[src/rtl/pong_game_core.sv]
// Two-player pong datapath: quadrature-driven paddles, ball kinematics with edge-midpoint
// collision probes, serve/play/point/over sequencing, and a registered 1-bit RGB pixel.
module pong_game_core #(
  parameter int H_ACTIVE     = 640,
  parameter int V_ACTIVE     = 480,
  parameter int BALL_SIZE    = 16,
  parameter int PADDLE_LEN   = 96,
  parameter int SPEED        = 2,
  parameter int WIN_SCORE    = 5,
  parameter int SCORE_W      = 4,
  parameter int SERVE_FRAMES = 60,
  parameter int POINT_FRAMES = 30
) (
  input  logic               clk,
  input  logic               reset,
  input  logic [9:0]         cnt_x,
  input  logic [9:0]         cnt_y,
  input  logic               in_display,
  input  logic [1:0]         quad_a,
  input  logic [1:0]         quad_b,
  input  logic               start,
  output logic               vga_r,
  output logic               vga_g,
  output logic               vga_b,
  output logic [SCORE_W-1:0] score_l,
  output logic [SCORE_W-1:0] score_r,
  output logic [1:0]         state
);

  typedef enum logic [1:0] {
    ST_SERVE = 2'd0,
    ST_PLAY  = 2'd1,
    ST_POINT = 2'd2,
    ST_OVER  = 2'd3
  } state_e;

  localparam int FRAME_MAX = (SERVE_FRAMES > POINT_FRAMES) ? SERVE_FRAMES : POINT_FRAMES;
  localparam int FRAME_W   = $clog2(FRAME_MAX + 1);

  localparam logic [10:0] BORDER    = 11'd8;
  localparam logic [10:0] WALL_BOT  = 11'(V_ACTIVE - 8);
  localparam logic [10:0] LPAD_X0   = 11'd16;
  localparam logic [10:0] LPAD_X1   = 11'd23;
  localparam logic [10:0] RPAD_X0   = 11'(H_ACTIVE - 24);
  localparam logic [10:0] RPAD_X1   = 11'(H_ACTIVE - 17);
  localparam logic [10:0] PAD_LEN   = 11'(PADDLE_LEN);
  localparam logic [10:0] PAD_MIN   = 11'd8;
  localparam logic [10:0] PAD_MAX   = 11'(V_ACTIVE - 8 - PADDLE_LEN);
  localparam logic [10:0] PAD_INIT  = 11'((V_ACTIVE - PADDLE_LEN) / 2);
  localparam logic [10:0] BALL      = 11'(BALL_SIZE);
  localparam logic [10:0] BALL_HALF = 11'(BALL_SIZE / 2);
  localparam logic [10:0] BALL_X0   = 11'((H_ACTIVE - BALL_SIZE) / 2);
  localparam logic [10:0] BALL_Y0   = 11'((V_ACTIVE - BALL_SIZE) / 2);
  localparam logic [10:0] STEP      = 11'(SPEED);
  localparam logic [10:0] GOAL_R    = 11'(H_ACTIVE - 8);
  localparam logic [10:0] TICK_Y    = 11'(V_ACTIVE);
  localparam logic [7:0]  NET_COL   = 8'(H_ACTIVE / 8);

  localparam logic [SCORE_W-1:0] WIN        = SCORE_W'(WIN_SCORE);
  localparam logic [FRAME_W-1:0] SERVE_LAST = FRAME_W'(SERVE_FRAMES - 1);
  localparam logic [FRAME_W-1:0] POINT_LAST = FRAME_W'(POINT_FRAMES - 1);

  // Moves a paddle one line per decoded encoder step, dropping steps at the travel limits.
  function automatic logic [10:0] pad_step(input logic [10:0] pad,
                                           input logic [2:0]  a,
                                           input logic [2:0]  b);
    logic step;
    logic down;
    step     = a[2] ^ a[1] ^ b[2] ^ b[1];
    down     = a[2] ^ b[1];
    pad_step = pad;
    if (step && down && (pad < PAD_MAX)) begin
      pad_step = pad + 11'd1;
    end else if (step && !down && (pad > PAD_MIN)) begin
      pad_step = pad - 11'd1;
    end
  endfunction

  logic [2:0]  qa_l_q, qb_l_q, qa_r_q, qb_r_q;
  logic [10:0] pad_l_q, pad_r_q;

  state_e              state_q, state_d;
  logic [FRAME_W-1:0]  frame_q, frame_d;
  logic [SCORE_W-1:0]  score_l_q, score_l_d, score_r_q, score_r_d;
  logic [10:0]         ball_x_q, ball_x_d, ball_y_q, ball_y_d;
  logic                dir_x_q, dir_x_d, dir_y_q, dir_y_d;
  logic                hit_x1_q, hit_x2_q, hit_y1_q, hit_y2_q;
  logic                dir_x_upd, dir_y_upd;
  logic [2:0]          rgb_q, rgb_d;

  logic [10:0] cx, cy;
  logic        tick, wall, pad_l_hit, pad_r_hit, bounce, ball_pix, net;
  logic        probe_x1, probe_x2, probe_y1, probe_y2;

  // Encoder phases are asynchronous: the two oldest taps of each shift register feed the decoder.
  always_ff @(posedge clk or posedge reset) begin
    if (reset) begin
      qa_l_q  <= 3'b000;
      qb_l_q  <= 3'b000;
      qa_r_q  <= 3'b000;
      qb_r_q  <= 3'b000;
      pad_l_q <= PAD_INIT;
      pad_r_q <= PAD_INIT;
    end else begin
      qa_l_q  <= {qa_l_q[1:0], quad_a[0]};
      qb_l_q  <= {qb_l_q[1:0], quad_b[0]};
      qa_r_q  <= {qa_r_q[1:0], quad_a[1]};
      qb_r_q  <= {qb_r_q[1:0], quad_b[1]};
      pad_l_q <= pad_step(pad_l_q, qa_l_q, qb_l_q);
      pad_r_q <= pad_step(pad_r_q, qa_r_q, qb_r_q);
    end
  end

  assign cx = {1'b0, cnt_x};
  assign cy = {1'b0, cnt_y};

  assign tick      = (cx == 11'd0) && (cy == TICK_Y);
  assign wall      = (cy < BORDER) || (cy >= WALL_BOT);
  assign pad_l_hit = (cx >= LPAD_X0) && (cx <= LPAD_X1) &&
                     (cy >= pad_l_q) && (cy < pad_l_q + PAD_LEN);
  assign pad_r_hit = (cx >= RPAD_X0) && (cx <= RPAD_X1) &&
                     (cy >= pad_r_q) && (cy < pad_r_q + PAD_LEN);
  assign bounce    = wall || pad_l_hit || pad_r_hit;
  assign ball_pix  = (state_q != ST_OVER) &&
                     (cx >= ball_x_q) && (cx < ball_x_q + BALL) &&
                     (cy >= ball_y_q) && (cy < ball_y_q + BALL);
  assign net       = (cnt_x[9:2] == NET_COL) && cnt_y[3];

  assign probe_x1 = (cx == ball_x_q)             && (cy == ball_y_q + BALL_HALF);
  assign probe_x2 = (cx == ball_x_q + BALL)      && (cy == ball_y_q + BALL_HALF);
  assign probe_y1 = (cx == ball_x_q + BALL_HALF) && (cy == ball_y_q);
  assign probe_y2 = (cx == ball_x_q + BALL_HALF) && (cy == ball_y_q + BALL);

  // Latches accumulate over the visible frame and are consumed by the tick, which wins over a hit.
  always_ff @(posedge clk or posedge reset) begin
    if (reset) begin
      hit_x1_q <= 1'b0;
      hit_x2_q <= 1'b0;
      hit_y1_q <= 1'b0;
      hit_y2_q <= 1'b0;
    end else if (tick) begin
      hit_x1_q <= 1'b0;
      hit_x2_q <= 1'b0;
      hit_y1_q <= 1'b0;
      hit_y2_q <= 1'b0;
    end else begin
      hit_x1_q <= hit_x1_q | (bounce & probe_x1);
      hit_x2_q <= hit_x2_q | (bounce & probe_x2);
      hit_y1_q <= hit_y1_q | (bounce & probe_y1);
      hit_y2_q <= hit_y2_q | (bounce & probe_y2);
    end
  end

  always_ff @(posedge clk or posedge reset) begin
    if (reset) begin
      state_q   <= ST_SERVE;
      frame_q   <= '0;
      score_l_q <= '0;
      score_r_q <= '0;
      ball_x_q  <= BALL_X0;
      ball_y_q  <= BALL_Y0;
      dir_x_q   <= 1'b1;
      dir_y_q   <= 1'b1;
    end else begin
      state_q   <= state_d;
      frame_q   <= frame_d;
      score_l_q <= score_l_d;
      score_r_q <= score_r_d;
      ball_x_q  <= ball_x_d;
      ball_y_q  <= ball_y_d;
      dir_x_q   <= dir_x_d;
      dir_y_q   <= dir_y_d;
    end
  end

  always_comb begin
    state_d   = state_q;
    frame_d   = frame_q;
    score_l_d = score_l_q;
    score_r_d = score_r_q;
    ball_x_d  = ball_x_q;
    ball_y_d  = ball_y_q;
    dir_x_d   = dir_x_q;
    dir_y_d   = dir_y_q;

    // The far-edge probe wins when both sides of an axis were hit.
    dir_x_upd = dir_x_q;
    if (hit_x2_q)      dir_x_upd = 1'b0;
    else if (hit_x1_q) dir_x_upd = 1'b1;
    dir_y_upd = dir_y_q;
    if (hit_y2_q)      dir_y_upd = 1'b0;
    else if (hit_y1_q) dir_y_upd = 1'b1;

    case (state_q)
      ST_SERVE: begin
        ball_x_d = BALL_X0;
        ball_y_d = BALL_Y0;
        if (tick) begin
          if (frame_q == SERVE_LAST) begin
            frame_d = '0;
            state_d = ST_PLAY;
          end else begin
            frame_d = frame_q + FRAME_W'(1);
          end
        end
      end
      ST_PLAY: begin
        if (tick) begin
          dir_y_d = dir_y_upd;
          if (ball_x_q < BORDER) begin
            if (score_r_q < WIN) score_r_d = score_r_q + SCORE_W'(1);
            dir_x_d = 1'b0;
            frame_d = '0;
            state_d = ST_POINT;
          end else if (ball_x_q + BALL > GOAL_R) begin
            if (score_l_q < WIN) score_l_d = score_l_q + SCORE_W'(1);
            dir_x_d = 1'b1;
            frame_d = '0;
            state_d = ST_POINT;
          end else begin
            dir_x_d = dir_x_upd;
            if (!(hit_x1_q && hit_x2_q)) begin
              ball_x_d = dir_x_upd ? (ball_x_q + STEP) : (ball_x_q - STEP);
            end
            if (!(hit_y1_q && hit_y2_q)) begin
              ball_y_d = dir_y_upd ? (ball_y_q + STEP) : (ball_y_q - STEP);
            end
          end
        end
      end
      ST_POINT: begin
        if (tick) begin
          if (frame_q == POINT_LAST) begin
            frame_d = '0;
            if ((score_l_q == WIN) || (score_r_q == WIN)) begin
              state_d = ST_OVER;
            end else begin
              ball_x_d = BALL_X0;
              ball_y_d = BALL_Y0;
              state_d  = ST_SERVE;
            end
          end else begin
            frame_d = frame_q + FRAME_W'(1);
          end
        end
      end
      default: begin
        if (start) begin
          score_l_d = '0;
          score_r_d = '0;
          ball_x_d  = BALL_X0;
          ball_y_d  = BALL_Y0;
          dir_x_d   = 1'b1;
          frame_d   = '0;
          state_d   = ST_SERVE;
        end
      end
    endcase
  end

  always_comb begin
    rgb_d = 3'b000;
    if (in_display) begin
      if (bounce)        rgb_d = 3'b111;
      else if (ball_pix) rgb_d = 3'b110;
      else if (net)      rgb_d = 3'b010;
    end
  end

  always_ff @(posedge clk or posedge reset) begin
    if (reset) rgb_q <= 3'b000;
    else       rgb_q <= rgb_d;
  end

  assign {vga_r, vga_g, vga_b} = rgb_q;
  assign score_l = score_l_q;
  assign score_r = score_r_q;
  assign state   = state_q;

endmodule

[config.mk]
export PLATFORM = sky130hd
export DESIGN_NAME = pong_game_core
export DESIGN_NICKNAME = d
export VERILOG_FILES = /design/src/rtl/pong_game_core.sv
export SDC_FILE = /design/constraint.sdc
export NUM_CORES = 1
export LEC_CHECK = 0
export CAP_MARGIN = 20
export CORE_ASPECT_RATIO = 0.8
export CORE_MARGIN = 10
export CORE_UTILIZATION = 60
export CTS_CLUSTER_DIAMETER = 200
export DETAILED_ROUTE_END_ITERATION = 16
export DONT_BUFFER_PORTS = 1
export PLACE_DENSITY = 0.74
export SLEW_MARGIN = 5
export SYNTH_ARGS = -nofsm -noshare
export SYNTH_HDL_FRONTEND = slang
export SYNTH_SLANG_ARGS = --single-unit
[constraint.sdc]
create_clock -name clk -period 8.2 [get_ports clk]
set_input_delay 1.64 -clock clk [delete_from_list [all_inputs] [get_ports clk]]
set_output_delay 1.64 -clock clk [all_outputs]
set_load 0.005 [all_outputs]
Yosys cells after proc, flatten, opt, wreduce, memory -nomap -nowiden
Cells that the tools add are included.
{"block": "classes", "n_addsub": 17, "magnitude_cmp": 22, "eq_ne": 30, "mux": 70, "n_bitwise": 17, "reduce_logical": 47}
{"cell": "two-way mux 11 bit", "count": 22}
{"cell": "equality test 10 x 11 -> 1 bit", "count": 6}
{"cell": "one-hot mux 11 bit (3 select lines)", "count": 2}
{"cell": "two-way mux 6 bit", "count": 8}
{"cell": "greater-or-equal comparator 10 x 11 -> 1 bit", "count": 4}
{"cell": "less-than comparator 10 x 11 -> 1 bit", "count": 4}
{"cell": "two-way mux 4 bit", "count": 8}
{"cell": "inequality test 2 bit, second input constant", "count": 15}
{"cell": "logical AND 1 bit", "count": 26}
{"cell": "adder 11 x 1 -> 11 bit, second input constant", "count": 2}
{"cell": "adder 11 x 2 -> 11 bit, second input constant", "count": 2}
{"cell": "adder 11 x 4 -> 11 bit, second input constant", "count": 2}
{"cell": "adder 11 x 5 -> 11 bit, second input constant", "count": 2}
{"cell": "adder 11 x 7 -> 11 bit, second input constant", "count": 2}
{"cell": "greater-than comparator 11 x 4 -> 1 bit, second input constant", "count": 2}
{"cell": "less-than comparator 11 x 9 -> 1 bit, second input constant", "count": 2}
{"cell": "subtractor 11 x 1 -> 11 bit, second input constant", "count": 2}
{"cell": "subtractor 11 x 2 -> 11 bit, second input constant", "count": 2}
{"cell": "two-way mux 2 bit", "count": 10}
{"cell": "one-hot mux 6 bit (3 select lines)", "count": 1}
{"cell": "one-hot mux 4 bit (2 select lines)", "count": 2}
{"cell": "AND reduction 8 bit", "count": 2}
{"cell": "two-way mux 1 bit", "count": 12}
{"cell": "greater-than comparator 11 x 10 -> 1 bit, second input constant", "count": 1}
{"cell": "other kinds (37)", "count": 62}
{"block": "totals", "regBits": 81, "input_bits": 28, "out_inout_bits": 13, "word_cells": 222}

Logic depth before layout (Yosys ltp)
{"block": "logic_depth", "word_depth": 9, "ltp_mapped": 12, "ltp_nobuf": 11}

Worst setup path after synthesis
No wires, ideal clock.
{"block": "synth_timing", "path_kind": "reg-to-reg", "startpoint": "register pad_r_q[6]", "endpoint": "register pad_r_q[10]", "setup_ns": 0.125, "arrival_time_ns": 3.468, "required_ns": 8.075, "setup_slack_ns": 4.607, "stages_incl_launch_ff": 12, "n_path_buf": 0, "synth_period_minus_slack_ns": 3.593, "cell_sequence": "dfstp_2 -> ha_1 -> a31oi_1 -> o21ai_0 -> ha_1 -> a21o_1 -> a21oi_1 -> nor2b_1 -> nor4b_1 -> o31ai_1 -> or2_2 -> mux2_2"}
{"block": "synth_between", "elab_chain_cells": 3, "word_cells_on_any_way": 9, "cone_classes": "add/sub: 2; order compare: 2; mux: 2; reduce/logical: 3"}
{"element": "from (decl)", "line": "80", "text": "logic [10:0] pad_l_q, pad_r_q;"}
{"element": "from (signal assigned)", "line": "110", "text": "pad_r_q <= pad_step(pad_r_q, qa_r_q, qb_r_q);"}
{"element": "subtractor 11 x 1 -> 11 bit (tied with other cells)", "line": "75", "text": "pad_step = pad - 11'd1;"}
{"element": "two-way mux 11 bit (tied with other cells)", "line": "74", "text": "end else if (step && !down && (pad > PAD_MIN)) begin"}
{"element": "two-way mux 11 bit / nonzero test 2 bit (equally long branches)"}
Several ways; a longest one is shown, not always the timed one. The select of a mux whose other input is x is not followed.
A chain may end at the register's enable or synchronous reset.

Worst setup path in the final report
{"block": "layout_timing", "startpoint": "input port cnt_x[9]", "endpoint": "register state_q[0] (netlist: state[0])"}
{"block": "layout_between", "elab_chain_cells": 4, "word_cells_on_any_way": 6, "cone_classes": "eq/ne: 3; reduce/logical: 3"}
{"element": "from (decl)", "line": "16", "text": "input logic [9:0] cnt_x,"}
{"element": "logical NOT 11 bit *", "line": "117", "text": "assign tick = (cx == 11'd0) && (cy == TICK_Y);"}
{"element": "logical AND 1 bit *", "line": "117"}
{"element": "inequality test 2 bit (no source line)"}
{"element": "AND reduction 7 bit (no source line) *"}
{"element": "to (signal assigned)", "line": "165", "text": "state_q <= state_d;"}
{"element": "to (decl)", "line": "82", "text": "state_e state_q, state_d;"}
Mark *: on every way between the ends. The rest lies on a longest branch, timed or not.

==> results.json <==
{
  "fin_nets": 959,
  "slew_violations": 0,
  "die_w_microns": 143.1,
  "fillCellCount": 973,
  "dp_hpwl_microns": 14040,
  "fin_tns_setup_ns": 0,
  "ys_top_cells_by_area": "dfrtp_1 22%, ha_1 19%, dfstp_2 5.1%, xnor2_1 4.7%, a21oi_1 3.5%",
  "core-area_sq_um": 11690,
  "vias": 6179,
  "cp_data_arrival_time_ns": 3.78,
  "max_slew_margin_pct": 45.64,
  "start_util_pct": 62.19,
  "drc": 0,
  "grt_pass1_vias": 6166,
  "hold_depth": 0,
  "worst_slew_pin_slew_ns": 0.8105,
  "track_usage_pct": 21.05,
  "synth_edf_count": 0,
  "ys_types": 76,
  "synthCells": 816,
  "clock_latency_ns": 0.35,
  "p_per_area_nw_per_um2": 236.4,
  "wl_per_cell_microns": 18.35,
  "seq_area_sq_um": 1994,
  "fin_skew_ns": 0.007688,
  "final_cells": 968,
  "cp_cell_sequence": "or3_1, nor4_4, nand2_1, o31ai_2, nand2_1, mux2_2",
  "detail-route-antenna-nets": 0,
  "ir_drop_mv": 0.1503,
  "clkSinkCount": 79,
  "fp.dieH_microns": 118.5,
  "ys_seq_area_share_pct": 27.43,
  "yosys.area.top_type": "dfrtp_1",
  "slowest_stage": "o31ai_2",
  "cap_viol_max_count": 0,
  "fin_crit_ns": 3.550,
  "n_antenna_cell": 0,
  "pre_cts_ws_ns": 4.315,
  "grt_setup_unrepaired": "false",
  "syn_area_sq_um": 7272,
  "dpl_cell_area_sq_um": 7416,
  "syn_to_final_growth_pct": 6.452,
  "cp.required_ns": 8.43,
  "avgSynthCellArea_sq_um": 8.912,
  "antenna_found_initial": 0,
  "num_io_pins": 41,
  "fin_ws_ns": 4.650,
  "finalHoldViolCount": 0,
  "vias_per_cell": 6.383,
  "status": "finished clean",
  "place.gp.congestion": 0.8851,
  "path_delay_family": "simple AND/OR/NAND/NOR gates",
  "reg2reg_depth": 12,
  "leakage_nw": 3.432,
  "dp.cells": 951,
  "clock_path_buffers": 2,
  "clk_pin_slew_ns": 0.07,
  "cts_resized": 0,
  "multiInputGateArea_sq_um": 4950,
  "cts_made_buffers": 9,
  "fmax_mhz": 281.7,
  "crit_buf_inv": 0,
  "critPathKind": "in -> reg",
  "async_flop_share_pct": 100.0,
  "grt_pass1_wl_microns": 29940,
  "drtIter0Drc": 441,
  "fp.dieArea_sq_um": 16950,
  "design_area_sq_um": 7741,
  "rows": 35,
  "drt-total-wl_microns": 17770,
  "post-route-period-util_pct": 43.29,
  "syn-num-nets": 960,
  "critPathMostFrequentCell": "nand2_1",
  "cp_max_fo": 12,
  "timing.hold.ws_ns": 0.3449,
  "crit_path_start_kind": "input port",
  "ctsHoldBuffers": 0,
  "hp-class": "reg -> reg",
  "cp.depth": 6,
  "cts_tree": "built",
  "cp-end-kind": "flip-flop",
  "overflow": 0,
  "synth_seq_cells": 79,
  "max_stage_delay_ns": 0.72,
  "cts_root_buf": "clkbuf_16",
  "drive_above_1_share_pct": 7.195,
  "synth_top_area_share_pct": 22.37,
  "synth_ff_type": "dfrtp_1",
  "htree_levels": 3,
  "yosysWarnings": 0,
  "port_buffers": 0,
  "grt_max_degree": 49,
  "drtPass1Iterations": 5,
  "post-cts-setup-buffer-count": 0,
  "setup_viol": 0
}
==> cell families (layout without fill, tap and decap cells) <==
family          count (synthesis)  after routing  synth area share [%]
fa+ha+maj                     116            116                 20.37
compound gates                225            225                 21.20
xor+xnor                       62             62                 7.467
flops                          79             79                 27.43
mux                            13             13                 1.875
simple gates                  236            236                 17.15
buf+inv                        85             89                 4.508
==> power breakdown <==
part | total (W) | internal (W) | switching [W]
clock network | 0.000430 | 0.000261 | 0.000169
registers | 0.000545 | 0.000458 | 0.0000870
logic | 0.000855 | 0.000388 | 0.000467
==> flip-flops by register name, indices dropped and copies added (netlist names) <==
register / count
qb_l_q: 3
qb_r_q: 3
hit_y1_q: 1
qa_l_q: 3
score_r: 4
ball_y_q: 10
qa_r_q: 3
dir_y_q: 1
state: 2
dir_x_q: 1
hit_x1_q: 1
hit_x2_q: 1
score_l: 4
rgb_q: 3
pad_l_q: 11
frame_q: 6
pad_r_q: 11
ball_x_q: 10
hit_y2_q: 1
==> layout by cell type (no fill, tap or decap), types with 14 or more instances in the layout <==
| cell | synthesis | layout |
|---|---|---|
| ha_1 | 112 | 112 |
| nand3_1 | 25 | 25 |
| nor2_1 | 41 | 41 |
| dfrtp_1 | 65 | 65 |
| a21o_1 | 17 | 17 |
| o21a_1 | 14 | 14 |
| xor2_1 | 23 | 23 |
| o21ai_0 | 42 | 42 |
| dfstp_2 | 14 | 14 |
| xnor2_1 | 39 | 39 |
| a21oi_1 | 51 | 51 |
| nor3_1 | 31 | 31 |
| inv_1 | 67 | 66 |
| nand2_1 | 50 | 50 |
==> metal layers <==
layer / part of all wire [%] / global-route usage, % / up-vias / wire length (microns)
li1: - / - / 3017 / -
met1: 48 / 28.59 / 2960 / 8499
met2: 44 / 32.73 / 171 / 7744
met3: 7.0 / 5.042 / 31 / 1239
met4: 1.6 / 5.405 / 0 / 282
met5: 0 / 0 / - / 0
==> cell usage after synthesis, types with 13 or more instances <==
library cell  count
xnor2_1          39
o21ai_0          42
nand2_1          50
inv_1            67
nor2_1           41
a21o_1           17
nor3_1           31
xor2_1           23
dfrtp_1          65
o21a_1           14
a21oi_1          51
nand3_1          25
nor2b_1          13
ha_1            112
dfstp_2          14
==> worst register-to-register path: stages (launching register included) <==
cell and delay [ns]:
dfrtp_1 0.48, ha_1 0.25, a31oi_1 0.17, o21ai_0 0.09, buf_4 0.20, fa_1 0.42
a21o_1 0.18, a21oi_1 0.22, nor2b_1 0.10, nor4b_1 0.50, o31ai_1 0.23, or2_2 0.31
mux2_2 0.25
==> final cells by class <==
cell class / count / share of cell area (%)
multi-input combinational: 652 / 63.94
inverter: 68 / 3.313
tap: 148 / 2.392
clock inverter: 4 / 0.6627
clock buffer: 12 / 3.443
sequential: 79 / 25.76
timing repair buffer: 5 / 0.4849
==> through the flow <==
step           total power, W  utilization [%]
2_1_floorplan        0.001202                -
3_3_place_gp         0.001337            63.42
3_5_place_dp         0.001389            63.42
4_1_cts              0.001825            66.14
5_1_grt              0.001989            66.21
6_report             0.001830            66.21
==> worst paths after layout <==
check                                 from           to  slack (ns)
worst max-delay path              cnt_x[9]     state[0]        4.65
worst min-delay path             qb_l_q[0]    qb_l_q[1]        0.34
worst max register to register  pad_r_q[5]  pad_r_q[10]        4.69
worst min register to register   qb_l_q[0]    qb_l_q[1]        0.34
max in group asynchronous            reset  ball_y_q[4]        5.94
min in group asynchronous            reset     rgb_q[0]        1.21
No activity file was read; power rests on OpenSTA's default activity.
